===== src/rtl/urng_pair_packer.sv =====
// urng_pair_packer
// Pairs consecutive 32-bit uniform words into Box-Muller operand sets
// (48-bit u0, 16-bit u1) and buffers them in a small FIFO. The generator
// cannot be stalled, so a pair that finds the FIFO full is dropped and
// counted. The FSM still returns to WAIT_A after a drop, which keeps the
// word alignment fixed.
module urng_pair_packer #(
    parameter int DEPTH = 4,
    parameter int CNT_W = 16
) (
    input  logic                     clk,
    input  logic                     reset,
    input  logic                     clr,
    input  logic                     in_valid,
    input  logic [31:0]              in_data,
    output logic                     pair_valid,
    input  logic                     pair_ready,
    output logic [47:0]              u0,
    output logic [15:0]              u1,
    output logic [$clog2(DEPTH):0]   fill,
    output logic [CNT_W-1:0]         drop_cnt,
    output logic [CNT_W-1:0]         fix_cnt
);

    localparam int PTR_W = $clog2(DEPTH);

    localparam logic [PTR_W-1:0] PTR_ONE   = PTR_W'(1);
    localparam logic [PTR_W:0]   FILL_ONE  = (PTR_W+1)'(1);
    localparam logic [PTR_W:0]   FILL_FULL = (PTR_W+1)'(DEPTH);
    localparam logic [CNT_W-1:0] CNT_ONE   = CNT_W'(1);
    localparam logic [CNT_W-1:0] CNT_MAX   = '1;

    typedef enum logic {
        WAIT_A = 1'b0,
        WAIT_B = 1'b1
    } state_t;

    state_t            state_reg, state_next;
    logic [31:0]       hold_a_reg, hold_a_next;
    logic [PTR_W-1:0]  wr_ptr_reg, wr_ptr_next;
    logic [PTR_W-1:0]  rd_ptr_reg, rd_ptr_next;
    logic [PTR_W:0]    fill_reg, fill_next;
    logic [CNT_W-1:0]  drop_cnt_reg, drop_cnt_next;
    logic [CNT_W-1:0]  fix_cnt_reg, fix_cnt_next;

    // Pair storage: {u0, u1} per entry. Only entries below fill are ever
    // presented, so the array itself needs no reset.
    logic [63:0]       mem [DEPTH];

    logic              pair_formed;
    logic [47:0]       formed_u0;
    logic [47:0]       fixed_u0;
    logic              zero_u0;
    logic              full;
    logic              do_pop;
    logic              do_push;
    logic              do_drop;
    logic [63:0]       head;

    // Pairing FSM: first word goes to hold_a, second word completes the pair.
    always_comb begin
        state_next  = state_reg;
        hold_a_next = hold_a_reg;
        pair_formed = 1'b0;
        if (in_valid) begin
            case (state_reg)
                WAIT_A: begin
                    hold_a_next = in_data;
                    state_next  = WAIT_B;
                end
                WAIT_B: begin
                    pair_formed = 1'b1;
                    state_next  = WAIT_A;
                end
                default: state_next = WAIT_A;
            endcase
        end
    end

    // Pair formation, zero fix, push/pop/drop decisions and counter updates.
    always_comb begin
        formed_u0     = {hold_a_reg, in_data[31:16]};
        zero_u0       = (formed_u0 == 48'd0);
        fixed_u0      = zero_u0 ? 48'd1 : formed_u0;
        full          = (fill_reg == FILL_FULL);
        do_pop        = pair_valid && pair_ready;
        do_push       = pair_formed && (!full || do_pop);
        do_drop       = pair_formed && !do_push;

        wr_ptr_next   = do_push ? wr_ptr_reg + PTR_ONE : wr_ptr_reg;
        rd_ptr_next   = do_pop  ? rd_ptr_reg + PTR_ONE : rd_ptr_reg;

        fill_next     = fill_reg;
        if (do_push && !do_pop) begin
            fill_next = fill_reg + FILL_ONE;
        end else if (!do_push && do_pop) begin
            fill_next = fill_reg - FILL_ONE;
        end

        drop_cnt_next = drop_cnt_reg;
        if (do_drop && (drop_cnt_reg != CNT_MAX)) begin
            drop_cnt_next = drop_cnt_reg + CNT_ONE;
        end

        // The fix is counted for every formed zero pair, dropped or not.
        fix_cnt_next  = fix_cnt_reg;
        if (pair_formed && zero_u0 && (fix_cnt_reg != CNT_MAX)) begin
            fix_cnt_next = fix_cnt_reg + CNT_ONE;
        end
    end

    // Control state: async active-low reset, synchronous clear with the same effect.
    always_ff @(posedge clk or negedge reset) begin
        if (!reset) begin
            state_reg    <= WAIT_A;
            hold_a_reg   <= '0;
            wr_ptr_reg   <= '0;
            rd_ptr_reg   <= '0;
            fill_reg     <= '0;
            drop_cnt_reg <= '0;
            fix_cnt_reg  <= '0;
        end else if (clr) begin
            state_reg    <= WAIT_A;
            hold_a_reg   <= '0;
            wr_ptr_reg   <= '0;
            rd_ptr_reg   <= '0;
            fill_reg     <= '0;
            drop_cnt_reg <= '0;
            fix_cnt_reg  <= '0;
        end else begin
            state_reg    <= state_next;
            hold_a_reg   <= hold_a_next;
            wr_ptr_reg   <= wr_ptr_next;
            rd_ptr_reg   <= rd_ptr_next;
            fill_reg     <= fill_next;
            drop_cnt_reg <= drop_cnt_next;
            fix_cnt_reg  <= fix_cnt_next;
        end
    end

    // FIFO write port; a push blocked by clear is harmless since fill returns to 0.
    always_ff @(posedge clk) begin
        if (do_push) begin
            mem[wr_ptr_reg] <= {fixed_u0, in_data[15:0]};
        end
    end

    // Head is read combinationally so a pair is visible the cycle after its push.
    always_comb begin
        head       = mem[rd_ptr_reg];
        pair_valid = (fill_reg != '0);
        u0         = pair_valid ? head[63:16] : 48'd0;
        u1         = pair_valid ? head[15:0]  : 16'd0;
        fill       = fill_reg;
        drop_cnt   = drop_cnt_reg;
        fix_cnt    = fix_cnt_reg;
    end

endmodule


===== config.mk =====
export PLATFORM = sky130hd
export DESIGN_NAME = urng_pair_packer
export DESIGN_NICKNAME = d
export VERILOG_FILES = /design/src/rtl/urng_pair_packer.sv
export SDC_FILE = /design/constraint.sdc
export NUM_CORES = 1
export LEC_CHECK = 0
export CAP_MARGIN = 20
export CORE_UTILIZATION = 65
export CTS_BUF_LIST = sky130_fd_sc_hd__clkbuf_4
export DETAILED_ROUTE_END_ITERATION = 10
export DONT_BUFFER_PORTS = 1
export PLACE_DENSITY = 0.83
export SLEW_MARGIN = 20
export SYNTH_ARGS = -nofsm -noshare
export SYNTH_HDL_FRONTEND = slang
export SYNTH_SLANG_ARGS = --single-unit

===== constraint.sdc =====
create_clock -name clk -period 4.86 [get_ports clk]
set_clock_uncertainty 0.05 [all_clocks]
set_input_delay 0.486 -clock clk [delete_from_list [all_inputs] [get_ports clk]]
set_output_delay 0.486 -clock clk [all_outputs]
set_load 0.005 [all_outputs]

# After elaboration in Yosys (flattened, before gate mapping)
# Memory sizes are Yosys's and may differ from the RTL's.
# Index checks and enable logic that the tools add are counted.
# W data, S select, Z words.
[totals]
regBits = 72
mem_bits_rw = 256
out_inout_bits = 100
n_memories = 1
[memory_table]
columns = ["name", "depth", "word_bits", "rd", "rd_clocked_by_memory_dff", "wr", "line_no", "source"]
rows = [
  ["mem", 4, 64, 1, 0, 1, "48", "logic [63:0] mem [DEPTH];"],
]
[classes]
addsub = 6
n_eq_ne = 4
mux = 24
bitwise_logic = 1
n_reduce_logical = 21
[ops]
columns = ["cell", "count"]
rows = [
  ["$mux W32", 3],
  ["$mux W48", 2],
  ["$mux W16", 5],
  ["$logic_not A48 Y1", 1],
  ["$add A16 B1 Y16 const B", 2],
  ["$ne A16 B16 Y1 const B", 2],
  ["$reduce_bool A2 Y1", 5],
  ["$mux W3", 3],
  ["$logic_and A1 B1 Y1", 8],
  ["$mux W2", 4],
  ["$mux W1", 6],
  ["$reduce_bool A3 Y1", 2],
  ["$add A2 B1 Y2 const B", 2],
  ["$add A3 B1 Y3 const B", 1],
  ["$eq A3 B3 Y1 const B", 1],
  ["$logic_not A1 Y1", 3],
  ["$sub A3 B1 Y3 const B", 1],
  ["$ne A2 B2 Y1 const B", 1],
  ["$pmux W1 S2", 1],
  ["$reduce_and A2 Y1", 1],
  ["$logic_or A1 B1 Y1", 1],
  ["$not A1 Y1", 1],
]

# Depth between registers and ports, before layout
# Gate-level depths: netlist of run 1.
[logic_depth]
word_depth = 9
depth_mapped = 10

# Worst setup path after synthesis of run 1
# Ideal clock, no wire load.
[synth_path]
kind = "input-to-reg"
startpoint = "input port pair_ready"
endpoint = "memory mem[0][0] (enable)"
t_arrival_ns = 2.676
slack_ns = 1.705
path_stages = 4
n_path_buf = 1
cell_sequence = "clkbuf_1 > nor4b_4 > nor2_1 > and2_1"
[synth_via]
elab_chain_cells = 5
[synth_rtl]
columns = ["element", "line_no", "source"]
rows = [
  ["start, declared", "17", "input logic pair_ready,"],
  ["$logic_and A1 B1 Y1", "86", "do_pop = pair_valid && pair_ready;"],
  ["$logic_or A1 B1 Y1", "87", "do_push = pair_formed && (!full || do_pop);"],
  ["$logic_and A1 B1 Y1", "87", ""],
  ["$mux W1", "143", "if (do_push) begin"],
  ["$mux W1 (implied by the code)", "144", "mem[wr_ptr_reg] <= {fixed_u0, in_data[15:0]};"],
  ["end, declared", "48", ""],
]
# No other way between the ends.

# Worst setup path in the final report of run 1
[layout_path]
startpoint = "register rd_ptr_reg[1]"
endpoint = "output port u0[17]"
[layout_via]
elab_chain_cells = 2
[layout_rtl]
columns = ["element", "line_no", "source"]
rows = [
  ["start, declared", "41", "logic [PTR_W-1:0] rd_ptr_reg, rd_ptr_next;"],
  ["start signal, assigned", "134", "rd_ptr_reg <= rd_ptr_next;"],
  ["$mem_v2 Z4 W64", "n/a", ""],
  ["$mux W48", "152", "u0 = pair_valid ? head[63:16] : 48'd0;"],
  ["end, declared", "18", "output logic [47:0] u0,"],
]
# No other way between the ends.

==> impl_results.md, run 1 <==
- Post-route ant nets: 0
- Tmin final: 3.422 ns
- Reg-to-reg endpoint: fill[2]
- Drt total wl: 27530 um
- CP Data Required Time: 4.32 ns
- Die footprint: 21200 sq um
- Crit path launch type: flop
- Largest net degree at the start of global routing: 73
- Vias in the first global route: 7662
- Power Density: 399.9 nW/um^2
- Yosys Warn Count: 0
- Tcrit/Tclk final: 70.41%
- Core area: 20230 sq um
- Number of synthesized flops with an enable pin: 256
- Syn Inst Count: 793
- Syn nets: 837
- RSZ-0062 raised after global routing: no
- FF-to-FF path depth: 7
- Longest Clk Path Bufs: 3
- Synth Cell Area: 13400 sq um
- Share of post-route cells with drive strength above 1: 24.97%
- Die height: 145.6 um
- Worst R2R Setup Slack: 1.98 ns
- DIE WIDTH: 145.6 um
- PortBufs: 0
- H-tree levels: 3
- Starting Density: 66.24%
- Num rows: 52
- Vias per inst: 6.313
- Clock Pin Slew Worst Setup and Hold Paths: 0.07 ns
- CTS root buf: clkbuf_4
- Util after Layout: 73.72%
- Clock Sink Count: 328
- Post-route cell area: 14920 sq um
- Synth-to-layout area growth: 11.30%
- CP Max Fanout: 44
- Placed cells: 986
- Inserted Clock Buffers: 79
- Drt wl/cell: 23.45 um
- Drc violations: 0
- Hold Path Cell Cnt: 2
- Pleak: 0.005121 uW
- Relative slew slack: 22.71%
- Top_reg_cell synth: edfxtp_1
- Post-DP HPWL: 15940 um
- All-Layer GR Usage: 26.82%
- Final net count: 878
- GPL Wtd Cong: 0.7793
- Mean Syn Cell Area: 16.90 sq um
- Non-Filler Instances: 1174
- Congestion Overflow GR: 0
- Placement-stage cell area: 13470 sq um
- Seq/Total Area, Yosys: 70.80%
- # setup viols final: 0
- Min-delay worst type: input pin to flop
- Final Hold Viols: 0
- Max VDD drop: 0.2312 mV
- DR pass1 iterations: 5
- Slew Viols, Final: 0
- RR Startpoint: fill[1]
- Worst EP arrival: 2.89 ns
- Max reg flops: 256
- Max-cap violations: 0
- Worst-skew pair later-pin latency: 0.67 ns
- Hold path startpoint: clr
- Initial drt markers: 687
- Setup CP Type: flop to primary output
- Achievable Freq: 0.2922 GHz
- Yosys cell types: 52
- Setup Total Neg Slack: 0 ns
- Worst Tran Pin Value: 1.159 ns
- Global-route wire length before repair: 42500 um
- Initial antenna violation count: 3
- Fraction of registers with async set/reset: 21.95%
- Vias: 7411
- IO Pins: 137
- WHS Endpoint: fix_cnt[4]
- Outcome: finished clean
- Endpoint class of the critical path: primary output
- CTS tree: done
- Register bit total from synthesis: 328
- Total Power: 5965 uW
## how the worst max path moves through the flow
stage                             start   endpoint  slack, ns  cells after the start
after floorplan              pair_ready  mem[0][0]       1.71                      4
after global placement          fill[1]    fill[2]       1.75                      7
after detailed placement        fill[1]    fill[2]       1.62                      7
after CTS                 rd_ptr_reg[1]     u0[17]       1.43                      3
after global routing      rd_ptr_reg[0]     u0[24]       1.36                      3
final                     rd_ptr_reg[1]     u0[17]       1.44                      3
## critical path, stage by stage (launching register included)
cell,delay (ns)
dfrtp_2,1.11
buf_4,0.48
mux4_2,0.40
and2_1,0.19
## placed cells by master (no fill, tap or decap), drive strengths merged, types with 3 or more instances in the layout
cell type,instances
nor4,18
nor4b,3
diode,3
or3,11
clkbuf,120
nand4,5
buf,11
clkinv,22
dlygate4sd3,35
ha,6
nor2,28
inv,9
and3,4
edfxtp,256
mux2,4
nand2,15
a22o,32
nor3b,4
o31ai,4
a21oi,21
and4,9
o21ai,13
or4,6
dfrtp,72
nor3,6
xnor2,16
mux4,64
nand3,16
and2,70
nor2b,4
## power breakdown
| part | internal [uW] | total [uW] | switching [uW] |
|---|---|---|---|
| clock network | 1190 | 2250 | 1060 |
| logic | 248 | 522 | 274 |
| registers | 3100 | 3190 | 89.2 |
| total | 4540 | 5960 | 1430 |
## synth_stat cells (all sizes together) (9+ instances only)
cell type | n | area (sq um)
buf | 16 | 78.82
a22o | 32 | 280.3
o21ai | 13 | 65.06
edfxtp | 256 | 7687
nor2 | 28 | 105.1
nand2 | 15 | 58.81
xnor2 | 16 | 140.1
or3 | 11 | 68.82
a21oi | 21 | 105.1
clkbuf | 70 | 282.8
mux4 | 64 | 1441
and2 | 70 | 440.4
dfrtp | 72 | 1802
nand3 | 16 | 90.09
and4 | 9 | 83.83
nor4 | 18 | 112.6
## cell type report
| class | instances | area [sq um] |
|---|---|---|
| Sequential cell | 328 | 9494 |
| Fill cell | 1117 | 5318 |
| Multi-Input combinational cell | 373 | 3548 |
| Clock buffer | 120 | 900.9 |
| Timing Repair Buffer | 46 | 465.4 |
| Tap cell | 270 | 337.8 |
| Clock inverter | 28 | 140.1 |
| Inverter | 6 | 22.52 |
| Antenna cell | 3 | 7.507 |
## cells by family after synthesis
| logic type | after synthesis | share of synthesized area (%) |
|---|---|---|
| adders and majority gates | 7 | 0.7095 |
| DFF | 328 | 70.80 |
| buffers and inverters | 92 | 2.866 |
| muxes | 68 | 11.09 |
| AOI/OAI and AO/OA | 78 | 4.220 |
| xor gates and xnor gates | 18 | 1.176 |
| and+or+nand+nor | 202 | 9.139 |
## per-layer routing
layer	global-route usage [%]	wire (um)	vias up
li1	-	-	3191
met1	36.33	10630	3716
met2	41.32	13570	441
met3	7.053	2490	63
met4	13.00	832	0
met5	0	0	-
## through the flow
stage	setup slack (ns)	hold WS, ns
after global placement	1.753	0.1439
after floorplan	1.705	0.1404
after detailed placement	1.624	0.1434
after global routing	1.363	0.01419
final	1.438	0.04130
after CTS	1.431	0.00009065
## what timing repair did
action / in CTS / in global routing
hold buffers: 37 / 0
endpoints found under the hold margin: 266 / 0
buffers inserted: 0 / 0
setup endpoints to repair: 0 / 0
resized for setup: 0 / 0
(Power assumes the default switching activity.)
==> inputs of run 2 (changes only) <==
--- a/config.mk
+++ b/config.mk
@@ -6,11 +6,11 @@
 export NUM_CORES = 1
 export LEC_CHECK = 0
 export CAP_MARGIN = 20
-export CORE_UTILIZATION = 65
+export CORE_UTILIZATION = 59
 export CTS_BUF_LIST = sky130_fd_sc_hd__clkbuf_4
 export DETAILED_ROUTE_END_ITERATION = 10
 export DONT_BUFFER_PORTS = 1
-export PLACE_DENSITY = 0.83
+export PLACE_DENSITY = 0.8
 export SLEW_MARGIN = 20
 export SYNTH_ARGS = -nofsm -noshare
 export SYNTH_HDL_FRONTEND = slang
==> constraint.sdc (replaced) <==
create_clock -name clk -period 2.78 [get_ports clk]
set_clock_uncertainty 0.05 [all_clocks]
set_input_delay 0.278 -clock clk [delete_from_list [all_inputs] [get_ports clk]]
set_output_delay 0.278 -clock clk [all_outputs]
set_load 0.005 [all_outputs]
==> run 2 against run 1 <==
Compared with the run above:
- sequential power is 73% higher
- worst setup slack worse by 1.3 ns
- hold slack better by 0.059 ns
- combinational power is 99% higher
- clock power is 86% higher
- core utilization is 4.8 points lower
- routed wire length is 5.1% higher
- flip-flop and latch count stayed put
- highest routed layer unchanged
- the flow now finishes with violations (design-rule violations)
- critical endpoint is now u0[10]
- total power is 80% higher
- largest power group unchanged
==> impl_results.md, run 2 (synthesis gave the netlist of run 1 again) <==
- PnR worst setup slack: 0.1273 ns
- Crit path launch type: flop
- DR pass1 iterations: 10
- Dpl ws: 0.2027 ns
- GPL Wtd Cong: 0.8448
- Synth-to-layout area growth: 13.24%
- CTS root buf: clkbuf_4
- Vias per inst: 6.261
- Clock Sink Count: 328
- IO Pins: 137
- Inserted Clock Buffers: 80
- Num rows: 54
- H-tree levels: 3
- Longest Clk Path Bufs: 3
- Worst-skew pair later-pin latency: 0.69 ns
- Hold_ws: 0.1000 ns
- Share of post-route cells with drive strength above 1: 25.60%
- Final net count: 886
- Final Hold Viols: 0
- Setup CP Type: flop to primary output
- Worst R2R Setup Slack: 0.24 ns
- Largest net degree at the start of global routing: 73
- Drt wl/cell: 24.29 um
- Die footprint: 23320 sq um
- Max reg flops: 256
- CP Data Required Time: 2.45 ns
- Worst path slowest cell: or3_2
- Power Density: 707.9 nW/um^2
- Global-route wire length before repair: 45320 um
- Relative slew slack: 61.99%
- Setup Total Neg Slack: 0 ns
- Vias in the first global route: 7876
- Tmin final: 2.653 ns
- Max-cap violations: 0
- All-Layer GR Usage: 25.99%
- Endpoint class of the critical path: primary output
- Die height: 152.7 um
- Worst path cell trace: buf_4 > or3_2 > buf_6 > and2_1
- Post-route ant nets: 0
- Worst EP arrival: 2.32 ns
- Pleak: 0.005223 uW
- Failing checks: design-rule violations
- FILL cells: 1381
- Placed cells: 1001
- Slew Viols, Final: 0
- Starting Density: 60.85%
- Crit path largest cell delay: 0.50 ns
- Outcome: complete, but fails checks
- Core area: 22030 sq um
- Post-DP HPWL: 16030 um
- Achievable Freq: 0.3770 GHz
- Worst Tran Pin Value: 0.5702 ns
- Clock Pin Slew Worst Setup and Hold Paths: 0.07 ns
- RSZ-0062 raised after global routing: no
- Congestion Overflow GR: 0
- PortBufs: 0
- Tcrit/Tclk final: 95.42%
- Initial drt markers: 672
- Most common cell after layout, fill and taps aside: edfxtp_1
- Drt total wl: 28930 um
- Max VDD drop: 0.3465 mV
- Initial antenna violation count: 2
- Min-delay worst type: input pin to flop
- # setup viols final: 0
- Vias: 7457
- DIE WIDTH: 152.7 um
- Non-Filler Instances: 1191
- Drc violations: 5
- Commonest cells after routing, fill and taps aside: edfxtp_1, clkbuf_4, dfrtp_1
- CTS tree: done
- CP Max Fanout: 66
## run 2: cell count changes in the layout (fill, tap and decap cells not counted), sizes merged
| cell | change |
|---|---|
| clkbuf | +2 |
| diode | -2 |
| buf | +6 |
| dlygate4sd3 | +1 |
| bufinv | +2 |
| inv | -2 |
| clkinv | +1 |
| clkinvlp | -1 |
## run 2: power breakdown
| group | total [uW] | switching [uW] | internal, uW | leakage (uW) |
|---|---|---|---|---|
| sequential | 5530 | 111 | 5420 | 0.00330 |
| clock | 4180 | 1880 | 2290 | 0.000649 |
| combinational | 1040 | 550 | 487 | 0.00127 |
## run 2: final cells by class
type	instances	area (sq um)	share of cell area (%)
tap	280	350.3	2.308
sequential	328	9494	62.56
clock inverter	28	190.2	1.253
multi-input combinational	373	3545	23.36
timing repair buffer	53	656.9	4.328
inverter	6	22.52	0.1484
clock buffer	122	915.9	6.035
antenna	1	2.502	0.01649
## run 2: metrics by stage
step | total power, uW | utilization (%) | instance area [sq um]
2_1_floorplan | 6305 | - | 13410
3_3_place_gp | 6496 | 61.88 | 13630
4_1_cts | 10850 | 68.89 | 15170
6_report | 10740 | 68.90 | 15180
3_5_place_dp | 6538 | 61.88 | 13630
5_1_grt | 11200 | 68.90 | 15180
## run 2: per-layer routing
metal | wire length (um) | vias up | GRT usage [%]
met2 | 13830 | 407 | 39.58
met3 | 2818 | 51 | 7.878
met4 | 815 | 0 | 11.45
met5 | 0 | - | 0
li1 | - | 3218 | -
met1 | 11460 | 3781 | 35.09
## run 2: path summary, 6_finish.rpt
kind | from | endpoint | cells past startpoint
max | fill[1] | u0[10] | 4
min | clr | hold_a_reg[16] | 3
max reg2reg | fill[2] | fill[2] | 7
min reg2reg | hold_a_reg[8] | mem[1][40] | 0
max in group asynchronous | reset | hold_a_reg[11] | 2
min in group asynchronous | reset | hold_a_reg[17] | 2
## run 2: critical path, delay by kind of cell (launching register included)
family	cells	cell delay (ns)
DFF	1	0.42
buffers and inverters	2	0.45
and+or+nand+nor	2	0.75
## run 2: timing repair
| item | 4_1_cts | 5_1_grt |
|---|---|---|
| endpoints found under the setup margin | 46 | 0 |
| hold buffers | 38 | 0 |
| buffers inserted | 1 | 0 |
| hold endpoints to repair | 272 | 0 |
| gates resized for setup | 1 | 0 |
